File: src/rtl/dc_sched_pkg.sv
// Shared types and constants for the data-cache access scheduler.
package dc_sched_pkg;

    typedef enum logic [1:0] {
        ST_IDLE  = 2'd0,
        ST_ISSUE = 2'd1,
        ST_WAIT  = 2'd2
    } sched_state_e;

    localparam int FLIT_W_DEF = 144;
    localparam int CNT_W      = 8;
    localparam int IDX_W      = 3;

    function automatic logic [IDX_W-1:0] next_idx(input logic [IDX_W-1:0] idx, input int n);
        return ((int'(idx) + 1) >= n) ? '0 : idx + 1'b1;
    endfunction

endpackage

File: src/rtl/dc_access_sched_rr_arbiter.sv
// Combinational round-robin picker: first valid requester at or after i_rr_ptr.
module rr_arbiter
    import dc_sched_pkg::*;
#(
    parameter int NUM_REQ = 3
) (
    input  logic [NUM_REQ-1:0] i_v_req,
    input  logic [IDX_W-1:0]   i_rr_ptr,
    output logic [NUM_REQ-1:0] o_win_oh,
    output logic [IDX_W-1:0]   o_win_idx,
    output logic               o_any
);

    logic [2*NUM_REQ-1:0] w_dbl;
    logic [2*NUM_REQ-1:0] w_rot;
    logic [IDX_W-1:0]     w_off;
    logic [IDX_W:0]       w_sum;

    // Rotating a doubled copy puts rr_ptr at bit 0, so the lowest set bit is the winner.
    assign w_dbl = {i_v_req, i_v_req};
    assign w_rot = w_dbl >> i_rr_ptr;

    always_comb begin
        w_off     = '0;
        o_any     = 1'b0;
        o_win_oh  = '0;
        for (int k = NUM_REQ - 1; k >= 0; k--) begin
            if (w_rot[k]) begin
                w_off = IDX_W'(k);
                o_any = 1'b1;
            end
        end
        w_sum = {1'b0, i_rr_ptr} + {1'b0, w_off};
        if (w_sum >= (IDX_W+1)'(NUM_REQ)) begin
            o_win_idx = IDX_W'(w_sum - (IDX_W+1)'(NUM_REQ));
        end else begin
            o_win_idx = w_sum[IDX_W-1:0];
        end
        for (int i = 0; i < NUM_REQ; i++) begin
            if (o_any && (IDX_W'(i) == o_win_idx)) begin
                o_win_oh[i] = 1'b1;
            end
        end
    end

endmodule

File: src/rtl/dc_access_sched.sv
// Round-robin scheduler feeding one flit at a time into the data-cache access register.
//   state    | meaning
//   IDLE     | waiting for a valid request while the access register is free
//   ISSUE    | write strobe and requester ack asserted this cycle
//   WAIT     | access outstanding; leave on dc_done_access or watchdog expiry
module dc_access_sched
    import dc_sched_pkg::*;
#(
    parameter int NUM_REQ = 3,
    parameter int FLIT_W  = FLIT_W_DEF,
    parameter int TIMEOUT = 255
) (
    input  logic                        clk,
    input  logic                        rst,
    input  logic [NUM_REQ*FLIT_W-1:0]   req_flits,
    input  logic [NUM_REQ-1:0]          v_req,
    output logic [NUM_REQ-1:0]          req_ack,
    output logic [FLIT_W-1:0]           m_flits_d,
    output logic                        v_m_flits_d,
    input  logic                        m_d_areg_state,
    input  logic                        dc_done_access,
    output logic [IDX_W-1:0]            grant_id,
    output logic [1:0]                  sched_state,
    output logic                        timeout_err
);

    sched_state_e         r_state;
    sched_state_e         w_state_nxt;
    logic [IDX_W-1:0]     r_rr_ptr;
    logic [IDX_W-1:0]     r_grant_id;
    logic [CNT_W-1:0]     r_cnt;
    logic [FLIT_W-1:0]    r_m_flits;
    logic                 r_v_m;
    logic [NUM_REQ-1:0]   r_req_ack;
    logic                 r_timeout_err;

    logic [NUM_REQ-1:0]   w_win_oh;
    logic [IDX_W-1:0]     w_win_idx;
    logic                 w_any;
    logic                 w_grant;
    logic                 w_release;
    logic                 w_timeout;
    logic [FLIT_W-1:0]    w_flit_sel;

    rr_arbiter #(.NUM_REQ(NUM_REQ)) u_arb (
        .i_v_req   (v_req),
        .i_rr_ptr  (r_rr_ptr),
        .o_win_oh  (w_win_oh),
        .o_win_idx (w_win_idx),
        .o_any     (w_any)
    );

    always_comb begin
        w_flit_sel = '0;
        for (int i = 0; i < NUM_REQ; i++) begin
            if (w_win_oh[i]) begin
                w_flit_sel = req_flits[i*FLIT_W +: FLIT_W];
            end
        end
    end

    always_ff @(posedge clk or negedge rst) begin
        if (!rst) begin
            r_state <= ST_IDLE;
        end else begin
            r_state <= w_state_nxt;
        end
    end

    always_comb begin
        w_state_nxt = r_state;
        w_grant     = 1'b0;
        w_release   = 1'b0;
        w_timeout   = 1'b0;
        case (r_state)
            ST_IDLE: begin
                if (w_any && !m_d_areg_state) begin
                    w_grant     = 1'b1;
                    w_state_nxt = ST_ISSUE;
                end
            end
            ST_ISSUE: begin
                w_state_nxt = ST_WAIT;
            end
            ST_WAIT: begin
                // Completion wins over a watchdog expiring in the same cycle.
                if (dc_done_access) begin
                    w_release   = 1'b1;
                    w_state_nxt = ST_IDLE;
                end else if (r_cnt == CNT_W'(TIMEOUT - 1)) begin
                    w_release   = 1'b1;
                    w_timeout   = 1'b1;
                    w_state_nxt = ST_IDLE;
                end
            end
            default: begin
                w_state_nxt = ST_IDLE;
            end
        endcase
    end

    always_ff @(posedge clk or negedge rst) begin
        if (!rst) begin
            r_rr_ptr      <= '0;
            r_grant_id    <= '0;
            r_cnt         <= '0;
            r_m_flits     <= '0;
            r_v_m         <= 1'b0;
            r_req_ack     <= '0;
            r_timeout_err <= 1'b0;
        end else begin
            r_v_m     <= w_grant;
            r_req_ack <= w_grant ? w_win_oh : '0;
            if (w_grant) begin
                r_grant_id <= w_win_idx;
                r_m_flits  <= w_flit_sel;
            end
            if (r_state == ST_ISSUE) begin
                r_cnt <= '0;
            end else if ((r_state == ST_WAIT) && (r_cnt != '1)) begin
                r_cnt <= r_cnt + 1'b1;
            end
            if (w_release) begin
                r_rr_ptr <= next_idx(r_grant_id, NUM_REQ);
            end
            if (w_timeout) begin
                r_timeout_err <= 1'b1;
            end
        end
    end

    assign req_ack     = r_req_ack;
    assign m_flits_d   = r_m_flits;
    assign v_m_flits_d = r_v_m;
    assign grant_id    = r_grant_id;
    assign sched_state = r_state;
    assign timeout_err = r_timeout_err;

endmodule

File: config.mk
export PLATFORM = sky130hd
export DESIGN_NAME = dc_access_sched
export DESIGN_NICKNAME = d
export VERILOG_FILES = /design/src/rtl/dc_sched_pkg.sv /design/src/rtl/dc_access_sched_rr_arbiter.sv /design/src/rtl/dc_access_sched.sv
export SDC_FILE = /design/constraint.sdc
export NUM_CORES = 1
export LEC_CHECK = 0
export CAP_MARGIN = 20
export CORE_AREA = 4 4 229 231
export CTS_BUF_LIST = sky130_fd_sc_hd__clkbuf_4
export CTS_CLUSTER_SIZE = 20
export DETAILED_ROUTE_END_ITERATION = 7
export DIE_AREA = 0 0 233 235
export PLACE_DENSITY = 0.42
export SYNTH_ARGS = -nofsm -noshare
export SYNTH_HDL_FRONTEND = slang
export SYNTH_SLANG_ARGS = --single-unit
export TNS_END_PERCENT = 1
File: constraint.sdc
create_clock -name clk -period 11.3 [get_ports clk]
set_input_delay 2.26 -clock clk [delete_from_list [all_inputs] [get_ports clk]]
set_output_delay 2.26 -clock clk [all_outputs]
set_load 0.005 [all_outputs]
==> results of run 1 <==
-- cell families after synthesis --
group	Yosys count	synth area share, %
DFF	165	48.1
and+or+nand+nor	64	4.33
xor gates and xnor gates	4	0.569
adders and majority gates	8	1.25
buffers and inverters	93	5.35
AOI/OAI and AO/OA	333	39.8
muxes	5	0.598
-- layout by cell type (no fill, tap or decap), drive strengths merged, types with 3 or more instances in the layout --
cell           instances
inv                   10
a221o                145
ha                     7
clkdlybuf4s50        591
dfrtp                165
nand2                 12
nor2                  12
a211oi                 3
nand2b                 9
o221a                144
o21ai                  8
o211ai                 3
nor4b                  3
mux2i                  4
buf                   13
nor2b                  3
diode                  7
clkinv                 8
nand3                  5
nor3b                  3
clkbuf                21
a21oi                 10
nor3                   3
-- per-stage QoR --
stage | hold slack (ns) | worst slack (ns) | instance area [sq um] | utilization [%] | cells
after floorplan | 0.466 | 5.68 | 8580 | - | 672
after global placement | 0.466 | 4.07 | 15100 | 30.1 | 1865
after detailed placement | 0.472 | 3.99 | 15100 | 30.1 | 1865
after CTS | 0.505 | 4.91 | 15300 | 30.6 | 1897
after global routing | 0.518 | 4.51 | 15300 | 30.6 | 1904
final | 0.492 | 4.71 | 15300 | 30.6 | 1904
-- critical path: stages --
cell             delay (ns)
clkdlybuf4s50_1        0.58
nor4b_1                0.38
nor2_1                 0.07
a21oi_1                0.14
ha_1                   0.25
inv_1                  0.08
fa_1                   0.62
inv_1                  0.09
ha_1                   0.33
or3b_2                 0.50
o211ai_2               0.30
or3_4                  0.21
nand2b_4               0.34
buf_4                  0.64
o221a_1                0.33
-- flip-flops by register name, summed over array words and instances, names as in the netlist --
name,flops
req_ack,3
timeout_err,1
m_flits_d,144
grant_id,3
r_cnt,8
sched_state,2
r_rr_ptr,3
v_m_flits_d,1
-- power by group through the flow --
stage               clock network (mW)  registers (mW)  logic (mW)
CTS                              0.392            1.09        3.06
finish                           0.354            1.09        3.00
floorplan                            0            1.09        1.73
detailed placement                   0            1.10        3.05
global route                     0.406            1.13        3.22
global placement                     0            1.11        3.02
-- layer usage --
metal | global-route usage [%] | vias to the layer above | part of all wire, %
li1 | - | 4033 | -
met1 | 19.7 | 4506 | 40
met2 | 28.4 | 314 | 50
met3 | 5.74 | 68 | 7.0
met4 | 6.99 | 14 | 2.6
met5 | 0 | - | 0.16
-- area by class of cell --
class	instances	area [sq um]
antenna	7	17.5
tap	672	841
sequential	165	4130
clock inverter	11	86.3
inverter	10	37.5
multi-input combinational	414	4030
clock buffer	21	158
fill	5207	34800
timing repair buffer	604	6020
-- how the worst max path moves through the flow --
stage,endpoint,cells past startpoint
after floorplan,m_flits_d[51],17
after global placement,m_flits_d[3],15
after detailed placement,m_flits_d[59],16
after CTS,m_flits_d[5],15
after global routing,m_flits_d[17],16
final,m_flits_d[35],15
==> results.sh, run 1 <==
export IMPL_die_x_um=233
export IMPL_cts_tree="built"
export IMPL_initial_core_util_pct=17.1
export IMPL_drt_total_wl_mm=47.7
export IMPL_ys_seq_elements=165
export IMPL_synth_seq_area_share_pct=48.1
export IMPL_synth_edf_count=0
export IMPL_cts_root_buf="clkbuf_4"
export IMPL_via_count=8935
export IMPL_yosysMostFrequentCell="dfrtp_1"
export IMPL_relSlewSlack_pct=28.1
export IMPL_rsz0062_at_grt="no"
export IMPL_cts_made_buffers=17
export IMPL_powerDensity_mw_per_mm2=290
export IMPL_die_y_um=235
export IMPL_grt_pass1_wl_mm=67.9
export IMPL_status="finished, final reports clean"
export IMPL_grt_pass1_vias=9391
export IMPL_power_total_mw=4.45
export IMPL_insertion_delay_ns=0.72
export IMPL_maxCapViolCount=0
export IMPL_critPathLaunchType="input port"
export IMPL_die_area_sq_mm=0.0548
export IMPL_h_tree_depth=4
export IMPL_rr_worst_depth=14
export IMPL_switching_share_pct=43.8
export IMPL_antenna_found_initial=14
export IMPL_drtIter0Drc=560
export IMPL_min_delay_path_depth=1
export IMPL_worstPathArrival_ns=7.25
export IMPL_hold_path_class="flop to flop"
export IMPL_setup_viol=0
export IMPL_async_flop_share_pct=100
export IMPL_avgSynthCellArea_sq_um=12.8
export IMPL_power_share_sequential_pct=24.6
export IMPL_crit_path_start="v_req[2]"
export IMPL_clockBufferDepth=2
export IMPL_syn_nets=1119
export IMPL_fin_crit_sh_pct=58.3
export IMPL_cts_setup_buffers=0
export IMPL_yosysTopAreaCellShare_pct=48.1
export IMPL_nets=1659
export IMPL_ys_warn_count=0
export IMPL_ios=593
export IMPL_grt_overflow=0
export IMPL_netSwitchingPower_mw=1.95
export IMPL_crit_fanout=63
export IMPL_cts_resized=0
export IMPL_grt_usage_pct=16.9
export IMPL_clk_pin_slew_worst_paths_ns=0.14
export IMPL_hold_buffers=0
export IMPL_r2r_end="m_flits_d[35]"
export IMPL_avgRoutedWirePerCell_um=25.1
export IMPL_clkPwrFrac_pct=8.0
export IMPL_syn_inst=672
export IMPL_timing_final_hold_violations=0
export IMPL_peakVddDrop_mv=0.596
export IMPL_cp_required_ns=11.96
export IMPL_crit_path_end_kind="flop"
export IMPL_netlist_area_sq_mm=0.00858
export IMPL_ff2ff_setup_slack_ns=6.28
export IMPL_finalCriticalPeriod_ns=6.59
export IMPL_finClkSkew_ns=0.0131
export IMPL_internal_power_mw=2.50
export IMPL_place_gp_congestion=0.798
export IMPL_synth_area_leaders="dfrtp_1 (48%), a221o_1 (17%), o221a_2 (12%)"
export IMPL_hp_start="timeout_err"
export IMPL_vias_per_cell=4.69
export IMPL_rows=82
export IMPL_worstSetupPathType="input port to flop"
export IMPL_p_leak_nw=5.61
export IMPL_area_delta_synth_final_pct=78.5
export IMPL_yosysUniqueCellTypes=57
export IMPL_ant_nets=0
export IMPL_grt_start_max_net_pins=78
export IMPL_place_hpwl_mm=35.1
export IMPL_synth_commonest_cells="dfrtp_1 (165), a221o_1 (145), o221a_2 (95)"
export IMPL_min_to="timeout_err"
export IMPL_yosys_area_top_type="dfrtp_1"
export IMPL_tritoncts_num_sinks=165
export IMPL_fmax_mhz=152
export IMPL_drc=0
export IMPL_r2r_start="r_rr_ptr[1]"
export IMPL_synthFlopType="dfrtp_1"
export IMPL_drive_above_1_share_pct=12.5
export IMPL_core_area_sq_mm=0.0501
export IMPL_setup_tns_final_ns=0
export IMPL_slew_viol_final=0
export IMPL_worstMarginPinSlew_ns=1.06
export IMPL_portBuffers=592
export IMPL_p_comb_share_pct=67.5
export IMPL_drt_first_pass_iters=5
No activity file was read; power rests on OpenSTA's default activity.
==> run 2: changes to the inputs <==
PLACE_DENSITY = 0.43   (was 0.42)
clock period = 5.5 ns   (was 11.3 ns; I/O delays follow)
==> results.sh, run 2 (synthesis results as in run 1) <==
export IMPL_multi_input_area_sq_mm=0.00403
export IMPL_maxCapViolCount=0
export IMPL_h_tree_depth=4
export IMPL_most_common_layout_cells="clkdlybuf4s50_1 (591), dfrtp_1 (165), a221o_1 (145)"
export IMPL_clk_pin_slew_worst_paths_ns=0.16
export IMPL_grt_start_max_net_pins=92
export IMPL_die_area_sq_mm=0.0548
export IMPL_portBuffers=592
export IMPL_layout_commonest_cell="clkdlybuf4s50_1"
export IMPL_cts_tree="built"
export IMPL_worstPathArrival_ns=5.33
export IMPL_ff2ff_setup_slack_ns=1.23
export IMPL_insertion_delay_ns=0.72
export IMPL_rows=82
export IMPL_hold_path_class="input port to async pin"
export IMPL_cp_required_ns=6.16
export IMPL_power_total_mw=9.37
export IMPL_drive_above_1_share_pct=12.8
export IMPL_fin_util_pct=31.1
export IMPL_vias_per_cell=4.71
export IMPL_cts_made_buffers=17
export IMPL_drtIter0Drc=783
export IMPL_fillers=5243
export IMPL_crit_fanout=70
export IMPL_setup_tns_final_ns=0
export IMPL_drt_first_pass_iters=5
export IMPL_grt_usage_pct=16.9
export IMPL_grt_pass1_wl_mm=68.5
export IMPL_critPathLaunchType="input port"
export IMPL_die_x_um=233
export IMPL_timing_final_hold_violations=0
export IMPL_worstMarginPinSlew_ns=0.852
export IMPL_avgRoutedWirePerCell_um=24.8
export IMPL_largest_reg_flops=144
export IMPL_area_delta_synth_final_pct=81.2
export IMPL_p_leak_nw=5.72
export IMPL_peakVddDrop_mv=0.688
export IMPL_powerDensity_mw_per_mm2=603
export IMPL_setup_viol=0
export IMPL_cp_cell_sequence="clkdlybuf4s50_1, nor4b_1, nor2_1, a21oi_1, ha_1, inv_1, fa_1, inv_1, ha_1, nand2b_1, or4b_4, a31oi_4, buf_12, a221o_1, o221a_1"
export IMPL_nets=1669
export IMPL_fin_crit_sh_pct=84.9
export IMPL_cts_setup_buffers=0
export IMPL_rsz0062_at_grt="no"
export IMPL_worstSetupPathType="input port to flop"
export IMPL_finalCriticalPeriod_ns=4.67
export IMPL_via_count=9007
export IMPL_relSlewSlack_pct=43.2
export IMPL_fin_hold_ws_ns=0.370
export IMPL_tritoncts_num_sinks=165
export IMPL_grt_overflow=0
export IMPL_cp_slowest_cell="clkdlybuf4s50_1"
export IMPL_ios=593
export IMPL_fmax_mhz=214
export IMPL_status="finished, final reports clean"
export IMPL_seq_area_sq_mm=0.00413
export IMPL_ant_nets=0
export IMPL_finClkSkew_ns=0.0225
export IMPL_die_y_um=235
export IMPL_cts_root_buf="clkbuf_4"
export IMPL_drt_total_wl_mm=47.5
export IMPL_grt_pass1_vias=9491
export IMPL_clockBufferDepth=2
export IMPL_crit_path_end_kind="flop"
export IMPL_place_gp_congestion=0.778
export IMPL_initial_core_util_pct=17.1
export IMPL_drc=0
export IMPL_cpPeakStageDelay_ns=0.58
export IMPL_core_area_sq_mm=0.0501
export IMPL_hold_buffers=0
export IMPL_slew_viol_final=0
export IMPL_final_area_sq_mm=0.0156
export IMPL_placed_area_sq_mm=0.0153
export IMPL_antenna_found_initial=4
export IMPL_cts_resized=0
export IMPL_place_hpwl_mm=35.3
[run 2: final cells by class]
cell class                      count  share of cell area [%]
Timing Repair Buffer              614                    40.3
Clock inverter                     11                   0.555
Tap cell                          672                    5.41
Clock buffer                       19                   0.917
Antenna cell                        8                   0.129
Sequential cell                   165                    26.5
Multi-Input combinational cell    414                    25.9
Inverter                           10                   0.241
[run 2: per-stage QoR]
stage / setup WS [ns] / std cells
after floorplan: 1.04 / 672
after global placement: 0.141 / 1874
after detailed placement: 0.151 / 1874
after CTS: 1.04 / 1904
after global routing: 0.718 / 1912
final: 0.830 / 1913
[run 2: power breakdown]
part	internal [mW]	leakage, nW	total (mW)	switching [mW]
registers	1.85	1.93	2.26	0.409
logic	3.29	3.67	6.39	3.10
clock network	0.223	0.123	0.726	0.503
[run 2: layer usage]
layer	up-vias	track usage (%)	part of all wire, %	routed length [um]
met2	294	30.2	52	24800
met4	0	4.71	1.6	751
met5	-	0	0	0
li1	4052	-	-	-
met1	4627	19.9	40	19100
met3	34	4.30	6.0	2860
[run 2: path summary, 6_finish.rpt]
kind | from | depth (start not counted) | end
max in group asynchronous | rst | 2 | m_flits_d[111]
worst min-delay path | rst | 1 | m_flits_d[24]
worst max register to register | r_rr_ptr[1] | 14 | m_flits_d[10]
worst min register to register | timeout_err | 1 | timeout_err
min in group clk | timeout_err | 1 | timeout_err
worst max-delay path | v_req[2] | 15 | m_flits_d[10]
[run 2: worst max-delay path: cells and delay by family]
kind                       cells  cell delay, ns
and+or+nand+nor                4            1.12
adders and majority gates      3            1.03
AOI/OAI and AO/OA              4            0.92
buffers and inverters          4            1.04
